### src/rtl/dsp_pkg.sv
// Shared DSP slice definitions: post-adder opcodes and signed saturation limits.
package dsp_pkg;

  localparam logic OP_ADD = 1'b0;
  localparam logic OP_SUB = 1'b1;

  // Widest datapath the limit helpers can describe; callers keep the low WIDTH bits.
  localparam int MAX_W = 256;

  function automatic logic [MAX_W-1:0] sat_max(input int w);
    logic [MAX_W-1:0] one;
    one = 1;
    return (one << (w - 1)) - one;
  endfunction

  function automatic logic [MAX_W-1:0] sat_min(input int w);
    logic [MAX_W-1:0] one;
    one = 1;
    return one << (w - 1);
  endfunction

endpackage

### src/rtl/post_add_sub_core.sv
// Combinational post-adder/subtracter with signed overflow detect and optional clamp.
module post_add_sub_core
  import dsp_pkg::*;
#(
  parameter int WIDTH = 48
) (
  input  logic [WIDTH-1:0] z,
  input  logic [WIDTH-1:0] x,
  input  logic             cin,
  input  logic             sub,
  input  logic             sat_en,
  output logic [WIDTH-1:0] r,
  output logic             c,
  output logic             ovf
);

  localparam logic [MAX_W-1:0] SMAX_L = sat_max(WIDTH);
  localparam logic [MAX_W-1:0] SMIN_L = sat_min(WIDTH);
  localparam logic [WIDTH-1:0] SMAX   = SMAX_L[WIDTH-1:0];
  localparam logic [WIDTH-1:0] SMIN   = SMIN_L[WIDTH-1:0];

  logic [WIDTH+1:0] sz, sx, ex;

  // Exact signed result: two guard bits hold every sum/difference of the operands.
  assign sz = {{2{z[WIDTH-1]}}, z};
  assign sx = {{2{x[WIDTH-1]}}, x} + (WIDTH+2)'(cin);
  assign ex = (sub == OP_SUB) ? sz - sx : sz + sx;

  assign ovf = (ex[WIDTH+1] != ex[WIDTH]) || (ex[WIDTH] != ex[WIDTH-1]);

  // The unsigned WIDTH+1 result differs from the signed one only by the two
  // sign-extension terms at bit WIDTH, so one adder yields both views.
  assign c = ex[WIDTH] ^ z[WIDTH-1] ^ x[WIDTH-1];

  always_comb begin
    r = ex[WIDTH-1:0];
    if (sat_en && ovf) r = ex[WIDTH+1] ? SMIN : SMAX;
  end

endmodule

### src/rtl/post_add_sub_acc.sv
// Pipelined post-adder/subtracter with accumulate, saturation and sticky overflow.
module post_add_sub_acc
  import dsp_pkg::*;
#(
  parameter int WIDTH   = 48,
  parameter int OUT_REG = 1,
  parameter int SAT_EN  = 0
) (
  input  logic             CLK,
  input  logic             RST_N,
  input  logic             CE,
  input  logic             IN_VALID,
  input  logic             SUB,
  input  logic             ACC_EN,
  input  logic             ACC_CLR,
  input  logic             CIN,
  input  logic [WIDTH-1:0] IN0,
  input  logic [WIDTH-1:0] IN1,
  output logic [WIDTH-1:0] OUT,
  output logic             CARRYOUT,
  output logic             OVF,
  output logic             OVF_STICKY,
  output logic             OUT_VALID
);

  localparam int STAGES = 1 + OUT_REG;

  typedef struct packed {
    logic [WIDTH-1:0] res;
    logic             co;
    logic             ovf;
  } stage_t;

  logic [STAGES:1] vld_q;
  logic [STAGES:0] vld_pipe;
  stage_t          st1;
  stage_t          st_out;
  logic            sticky_q;
  logic [WIDTH-1:0] z, r;
  logic            c, ovf;

  assign vld_pipe = {vld_q, IN_VALID};

  always_comb begin
    z = IN0;
    if (ACC_CLR)     z = '0;
    else if (ACC_EN) z = st1.res;
  end

  post_add_sub_core #(.WIDTH(WIDTH)) u_core (
    .z      (z),
    .x      (IN1),
    .cin    (CIN),
    .sub    (SUB),
    .sat_en (SAT_EN != 0),
    .r      (r),
    .c      (c),
    .ovf    (ovf)
  );

  always_ff @(posedge CLK or negedge RST_N) begin
    if (!RST_N) begin
      vld_q <= '0;
    end else if (CE) begin
      vld_q <= vld_pipe[STAGES-1:0];
    end
  end

  // Stage 1 doubles as the accumulator; it only moves on qualified operands.
  always_ff @(posedge CLK or negedge RST_N) begin
    if (!RST_N) begin
      st1      <= '0;
      sticky_q <= 1'b0;
    end else if (CE) begin
      if (IN_VALID) begin
        st1      <= '{res: r, co: c, ovf: ovf};
        sticky_q <= (ACC_CLR ? 1'b0 : sticky_q) | ovf;
      end else if (ACC_CLR) begin
        sticky_q <= 1'b0;
      end
    end
  end

  generate
    if (OUT_REG != 0) begin : g_oreg
      always_ff @(posedge CLK or negedge RST_N) begin
        if (!RST_N)  st_out <= '0;
        else if (CE) st_out <= st1;
      end
    end else begin : g_noreg
      assign st_out = st1;
    end
  endgenerate

  assign OUT        = st_out.res;
  assign CARRYOUT   = st_out.co;
  assign OVF        = st_out.ovf;
  assign OUT_VALID  = vld_pipe[STAGES];
  assign OVF_STICKY = sticky_q;

endmodule

### config.mk
export PLATFORM = sky130hd
export DESIGN_NAME = post_add_sub_acc
export DESIGN_NICKNAME = d
export VERILOG_FILES = /design/src/rtl/dsp_pkg.sv /design/src/rtl/post_add_sub_core.sv /design/src/rtl/post_add_sub_acc.sv
export SDC_FILE = /design/constraint.sdc
export NUM_CORES = 1
export LEC_CHECK = 0
export CAP_MARGIN = 20
export CELL_PAD_IN_SITES_DETAIL_PLACEMENT = 0
export CELL_PAD_IN_SITES_GLOBAL_PLACEMENT = 1
export CORE_MARGIN = 2
export CORE_UTILIZATION = 46
export CTS_CLUSTER_DIAMETER = 80
export CTS_CLUSTER_SIZE = 14
export DETAILED_ROUTE_END_ITERATION = 12
export HOLD_SLACK_MARGIN = 0.15
export PLACE_DENSITY_LB_ADDON = 0.1
export SLEW_MARGIN = 20
export SYNTH_ARGS = -nofsm -noshare
export SYNTH_HDL_FRONTEND = slang
export SYNTH_HIERARCHICAL = 1
export SYNTH_SLANG_ARGS = --single-unit
### constraint.sdc
create_clock -name CLK -period 6.6 [get_ports CLK]
set_input_delay 1.32 -clock CLK [delete_from_list [all_inputs] [get_ports CLK]]
set_output_delay 1.32 -clock CLK [all_outputs]
set_load 0.01 [all_outputs]
==> impl_metrics.ini, run 1 <==
[critical_path]
cp.arrival_ns = 6.64
reg2reg_from = st1[2]$_DFFE_PN0P_
required_ns = 6.84
cp_max_fo = 6
timing.reg2reg.setup_slack_ns = 2.64
endpoint_kind = flip-flop
critPathLaunchType = primary input
cp-endpoint = st1[0]$_DFFE_PN0P_
worstSetupPathType = in2reg
rr_endpoint = st1[46]$_DFFE_PN0P_
ff2ff_path_depth = 19
critPathLaunch = IN1[1]

[route]
routedWlPerCell_um = 17.3
routed_wirelength_um = 34800
first_iter_violations = 572
dr.pass1.iters = 4
routed_via_density = 5.45
vias = 10952
drc = 0
ant_nets = 0

[timing]
finalHoldViolations = 0
worstMarginPinSlew_ns = 2.82
fin_crit_sh_pct = 96.9
min_period_ns = 6.40
fin_ws_ns = 0.205
drv_slew = 88
max_clock_freq_ghz = 0.156
clock_skew_ns = 0.0168
fin_setup_tns_ns = 0
finalSetupViolCount = 0
slew_headroom_pct = -87.7

[place]
post_dp_cell_area_um2 = 14900
place_congestion = 0.920
dpl.hpwl_um = 27900
io_buffers = 155
pre_cts_ws_ns = -0.789

[yosys]
yosysTopAreaCell = dfrtp_1
synth.yosys.seq_area_share_pct = 23.3
yosysWarnings = 6
ys_seq_elements = 103
syn_area_per_cell_um2 = 8.81
yosys-top-cells-area = dfrtp_1 23%, xnor2_1 6.9%, mux2_4 6.7%, ha_1 5.9%, mux2_2 5.6%
synth_edf_count = 0
syn_area_um2 = 11100
yosys_most_used_dff = dfrtp_1
ys_types = 80
synth_top_cell_area_share_pct = 23.3
synth.most_common_cell = nor2_1
synth_common_cells = 123 x nor2_1, 103 x dfrtp_1, 87 x xnor2_1, 80 x a21oi_1, 68 x nand2_1
ys_async_sr_fraction_pct = 100
syn-instance-count = 1255

[floorplan]
die_area_um2 = 25300
pin_count = 156
die_w_um = 159
initial_core_util_pct = 47.0
row_count = 56
chipHeight_um = 159
coreArea_um2 = 23500

[pwr]
leakagePower_nw = 7.10
ir_drop_mv = 0.188
finalPower_mw = 4.51
pwr-share-comb_pct = 60.8
power_density_nw_per_um2 = 285
internal_power_mw = 2.79
seqPwrFrac_pct = 26.2
p_sw_mw = 1.72
swShare_pct = 38.1
pwr-share-clk_pct = 13.0

[run_status]
status = complete, but fails checks
violations = slew limit

[clock_network]
cts_max_level = 3
numCtsBuffers = 9
root_buffer = clkbuf_16
cts_hold_buffers = 0
cts.sinks = 103
cts_tree = done
clock_latency_ns = 0.37
clk_pin_slew_ns = 0.07
cts_max_path_buffers = 2

[worst_hold_path]
hold_class = reg2reg

[grt]
grt_pass1_vias = 10523
grt_max_degree = 75
grt-ovfl-total = 0
grt_pass1_wl_um = 55000
antenna_found_initial = 1
grt_usage_pct = 26.8

[final_layout]
diodes = 0
nNetsFinal = 1841
post-route-util_pct = 67.2
nFillCells = 2010
layout-drive-gt1-share_pct = 35.1
area_growth_pct = 43.0
design_area_um2 = 15800

[run]
cap_violations = 0
-- state kept, by name (all words and copies together), names as in the netlist --
register and cells:
OVF 1, vld_q 2, OVF_STICKY 1, OUT 48, CARRYOUT 1, st1 50
-- routing by layer --
metal	GRT usage (%)	routed length (um)	vias to the layer above
li1	-	-	5427
met1	37.8	16800	5238
met2	44.4	16000	245
met3	2.66	1470	42
met4	6.16	573	0
met5	0	0	-
-- cell type report --
class | count | area (um2) | area share (%)
clock buffer | 9 | 225 | 1.42
clock inverter | 7 | 103 | 0.649
inverter | 27 | 101 | 0.641
tap | 319 | 399 | 2.52
multi-input combinational | 1045 | 8240 | 52.1
timing repair buffer | 498 | 4170 | 26.4
sequential | 103 | 2580 | 16.3
-- cell usage in the layout (no fill, tap or decap), types with 27 or more instances in the layout --
| master | n |
|---|---|
| ha_1 | 47 |
| a21oi_1 | 73 |
| nand4_1 | 38 |
| mux2i_1 | 52 |
| nand2_1 | 64 |
| inv_1 | 27 |
| o21ai_0 | 45 |
| dfrtp_1 | 103 |
| xor2_1 | 54 |
| mux2_2 | 55 |
| nor2_1 | 119 |
| clkdlybuf4s50_1 | 138 |
| mux2_4 | 49 |
| buf_4 | 334 |
| nand3_1 | 28 |
| xnor2_1 | 85 |
-- kinds of logic after synthesis --
group | Yosys count | share of synthesized area (%)
buffers and inverters | 109 | 5.37
and+or+nand+nor | 398 | 18.8
xor gates and xnor gates | 145 | 11.6
AOI/OAI and AO/OA | 288 | 17.6
other | 1 | 0.0339
DFF | 103 | 23.3
adders and majority gates | 53 | 6.06
muxes | 158 | 17.1
-- worst min path at each step --
stage                     slack [ns]                   to                start  depth (start not counted)
final                           0.51  OUT[20]$_DFFE_PN0P_  OUT[20]$_DFFE_PN0P_                          1
after global placement          0.49  OUT[38]$_DFFE_PN0P_  OUT[38]$_DFFE_PN0P_                          1
after detailed placement        0.49  OUT[27]$_DFFE_PN0P_  OUT[27]$_DFFE_PN0P_                          1
after global routing            0.53      OVF$_DFFE_PN0P_   st1[0]$_DFFE_PN0P_                          1
after floorplan                 0.48   st1[0]$_DFFE_PN0P_   st1[0]$_DFFE_PN0P_                          1
after CTS                       0.51  OUT[23]$_DFFE_PN0P_  OUT[23]$_DFFE_PN0P_                          1
-- power groups by stage --
stage               combinational [mW]  clock [mW]  sequential (mW)
floorplan                         1.55           0             1.19
global placement                  2.58           0             1.17
detailed placement                2.62           0             1.19
CTS                               2.66       0.600             1.18
global route                      2.96       0.628             1.23
finish                            2.74       0.587             1.18
-- through the flow --
stage / std cells / hold slack, ns
3_5_place_dp: 1970 / 0.495
2_1_floorplan: 1257 / 0.476
5_1_grt: 2008 / 0.526
6_report: 2008 / 0.508
4_1_cts: 1996 / 0.512
3_3_place_gp: 1970 / 0.489
-- repair_timing --
item                                    CTS  global route
buffers inserted                         10            12
endpoints found under the setup margin   16            20
resized for setup                        32            58
pin swaps                                27            44
-- worst max-delay path, cell delays in order --
cell and delay (ns):
clkdlybuf4s15_1 0.30, nand4_1 0.19, buf_4 0.19, buf_4 0.13
or4_1 0.61, or2_2 0.36, a2111oi_4 0.23, o22ai_2 0.13
or2_2 0.33, nor4b_4 0.21, buf_4 0.18, a41oi_2 0.13
xor2_1 0.19, ha_1 0.34, nand3_1 0.11, or3_4 0.39
nor3_2 0.19, a311oi_1 0.06, o21ai_1 0.19, buf_4 0.17
xor2_4 0.18, and2_4 0.17, mux2i_1 0.08, mux2_4 0.27
Power figures use the tool's default switching activity.
==> run 2: changes to the inputs <==
CORE_MARGIN = default   (was 2)
==> run 2 against run 1 <==
Final cell count fell by 0.75%. First-iteration DRC count fell by 12%. Routed wire length fell by 1.7%. Critical path type unchanged. The run still ends with slew limit left. Die area fell by 2.5%. Largest cell class unchanged. Highest routed layer unchanged. Critical path depth rose by 4. Register-to-register slack got worse by 0.03 ns. Via count fell by 1.1%. Final area fell by 1.4%.
==> impl_metrics.ini, run 2 (same netlist as run 1, synthesis figures left out) <==
[critical_path]
critPathLaunchType = primary input
worst_path_max_delay_cell = or4_4
cp_max_fo = 4
worstSetupPathType = in2reg
endpoint_kind = flip-flop
slowest_delay_ns = 0.50
cp.arrival_ns = 6.56
crit_top_cell = buf_4
required_ns = 6.85

[route]
first_iter_violations = 506
routed_via_density = 5.43
drc = 0
ant_nets = 0
routed_wirelength_um = 34200
dr.pass1.iters = 7
routedWlPerCell_um = 17.2
vias = 10827

[floorplan]
row_count = 56
coreArea_um2 = 23500
die_area_um2 = 24700
pin_count = 156
die_w_um = 157
initial_core_util_pct = 47.0
chipHeight_um = 157

[final_layout]
regMostFlops = st1
largest_reg_flops = 50
diodes = 0
final_common_cell = buf_4
nNetsFinal = 1826
final_cell_mix = 323 x buf_4, 135 x clkdlybuf4s50_1, 121 x nor2_1
layout-drive-gt1-share_pct = 33.7
design_area_um2 = 15600
area_growth_pct = 41.1
post-route-util_pct = 66.3

[grt]
antenna_found_initial = 0
grt_max_degree = 57
grt-ovfl-total = 0
grt_pass1_vias = 10295
grt_usage_pct = 28.0
grt_pass1_wl_um = 53900

[timing]
worstMarginPinSlew_ns = 2.84
holdWs_ns = 0.507
drv_slew = 88
max_clock_freq_ghz = 0.159
finalHoldViolations = 0
slew_headroom_pct = -89.2
clock_skew_ns = 0.0133
finalSetupViolCount = 0
min_period_ns = 6.31
fin_setup_tns_ns = 0
fin_ws_ns = 0.292
fin_crit_sh_pct = 95.6

[run_status]
status = complete, but fails checks
violations = slew limit

[pwr]
seqPwrFrac_pct = 26.4
swShare_pct = 38.2
power_density_nw_per_um2 = 288
internal_power_mw = 2.78
pwr-share-comb_pct = 60.5
p_sw_mw = 1.72
leakagePower_nw = 7.02
pwr-share-clk_pct = 13.1
ir_drop_mv = 0.227

[clock_network]
clk_pin_slew_ns = 0.08
numCtsBuffers = 9
cts_hold_buffers = 0
cts.sinks = 103
cts_max_level = 3
clock_latency_ns = 0.36
root_buffer = clkbuf_16
cts_max_path_buffers = 2
cts_tree = done

[place]
post_dp_cell_area_um2 = 14900
place_congestion = 0.929
dpl.hpwl_um = 27400
io_buffers = 155
pre_cts_ws_ns = -0.702

[worst_hold_path]
hold_class = reg2reg

[run]
cap_violations = 0
[run 2: final timing paths]
| path | from | end | slack, ns | depth (start not counted) |
|---|---|---|---|---|
| min reg2reg | OUT[22]$_DFFE_PN0P_ | OUT[22]$_DFFE_PN0P_ | 0.51 | 1 |
| min | OUT[22]$_DFFE_PN0P_ | OUT[22]$_DFFE_PN0P_ | 0.51 | 1 |
| max | IN1[0] | st1[0]$_DFFE_PN0P_ | 0.29 | 28 |
| max in group asynchronous | RST_N | OUT[29]$_DFFE_PN0P_ | 4.46 | 2 |
| min in group asynchronous | RST_N | OUT[4]$_DFFE_PN0P_ | 0.97 | 1 |
| max reg2reg | st1[2]$_DFFE_PN0P_ | st1[46]$_DFFE_PN0P_ | 2.61 | 19 |
[run 2: layout make-up]
cell class | count | area (um2)
tap | 319 | 399
sequential | 103 | 2580
multi-input combinational | 1045 | 8150
clock inverter | 7 | 100
timing repair buffer | 483 | 4040
fill | 2056 | 7940
inverter | 27 | 101
clock buffer | 9 | 225
[run 2: power by group through the flow]
stage / logic (mW) / clock network [mW] / registers [mW]
finish: 2.72 / 0.591 / 1.19
floorplan: 1.55 / 0 / 1.19
global placement: 2.57 / 0 / 1.18
detailed placement: 2.61 / 0 / 1.19
CTS: 2.66 / 0.605 / 1.18
global route: 2.95 / 0.628 / 1.22
[run 2: through the flow]
stage,std cells,power (mW)
5_1_grt,1993,4.79
3_5_place_dp,1959,3.80
6_report,1993,4.50
2_1_floorplan,1257,2.75
4_1_cts,1982,4.45
3_3_place_gp,1959,3.75
[run 2: worst max-delay path, delay by kind of cell]
family,cells,cell delay (ns)
buf+inv,7,0.95
xor+xnor,2,0.35
mux,2,0.37
simple gates,11,2.27
compound gates,4,0.79
fa+ha+maj,2,0.50
[run 2: what timing repair did]
item                                    CTS  global route
resized for setup                        30            48
pin swaps                                23            28
buffers inserted                          7            13
endpoints found under the setup margin   16            27
[run 2: per-layer routing]
| layer | GRT usage, % | up-vias | share of wire [%] |
|---|---|---|---|
| li1 | - | 5392 | - |
| met1 | 39.0 | 5151 | 48 |
| met2 | 46.0 | 253 | 46 |
| met3 | 3.74 | 31 | 4.2 |
| met4 | 5.78 | 0 | 1.5 |
| met5 | 0 | - | 0 |
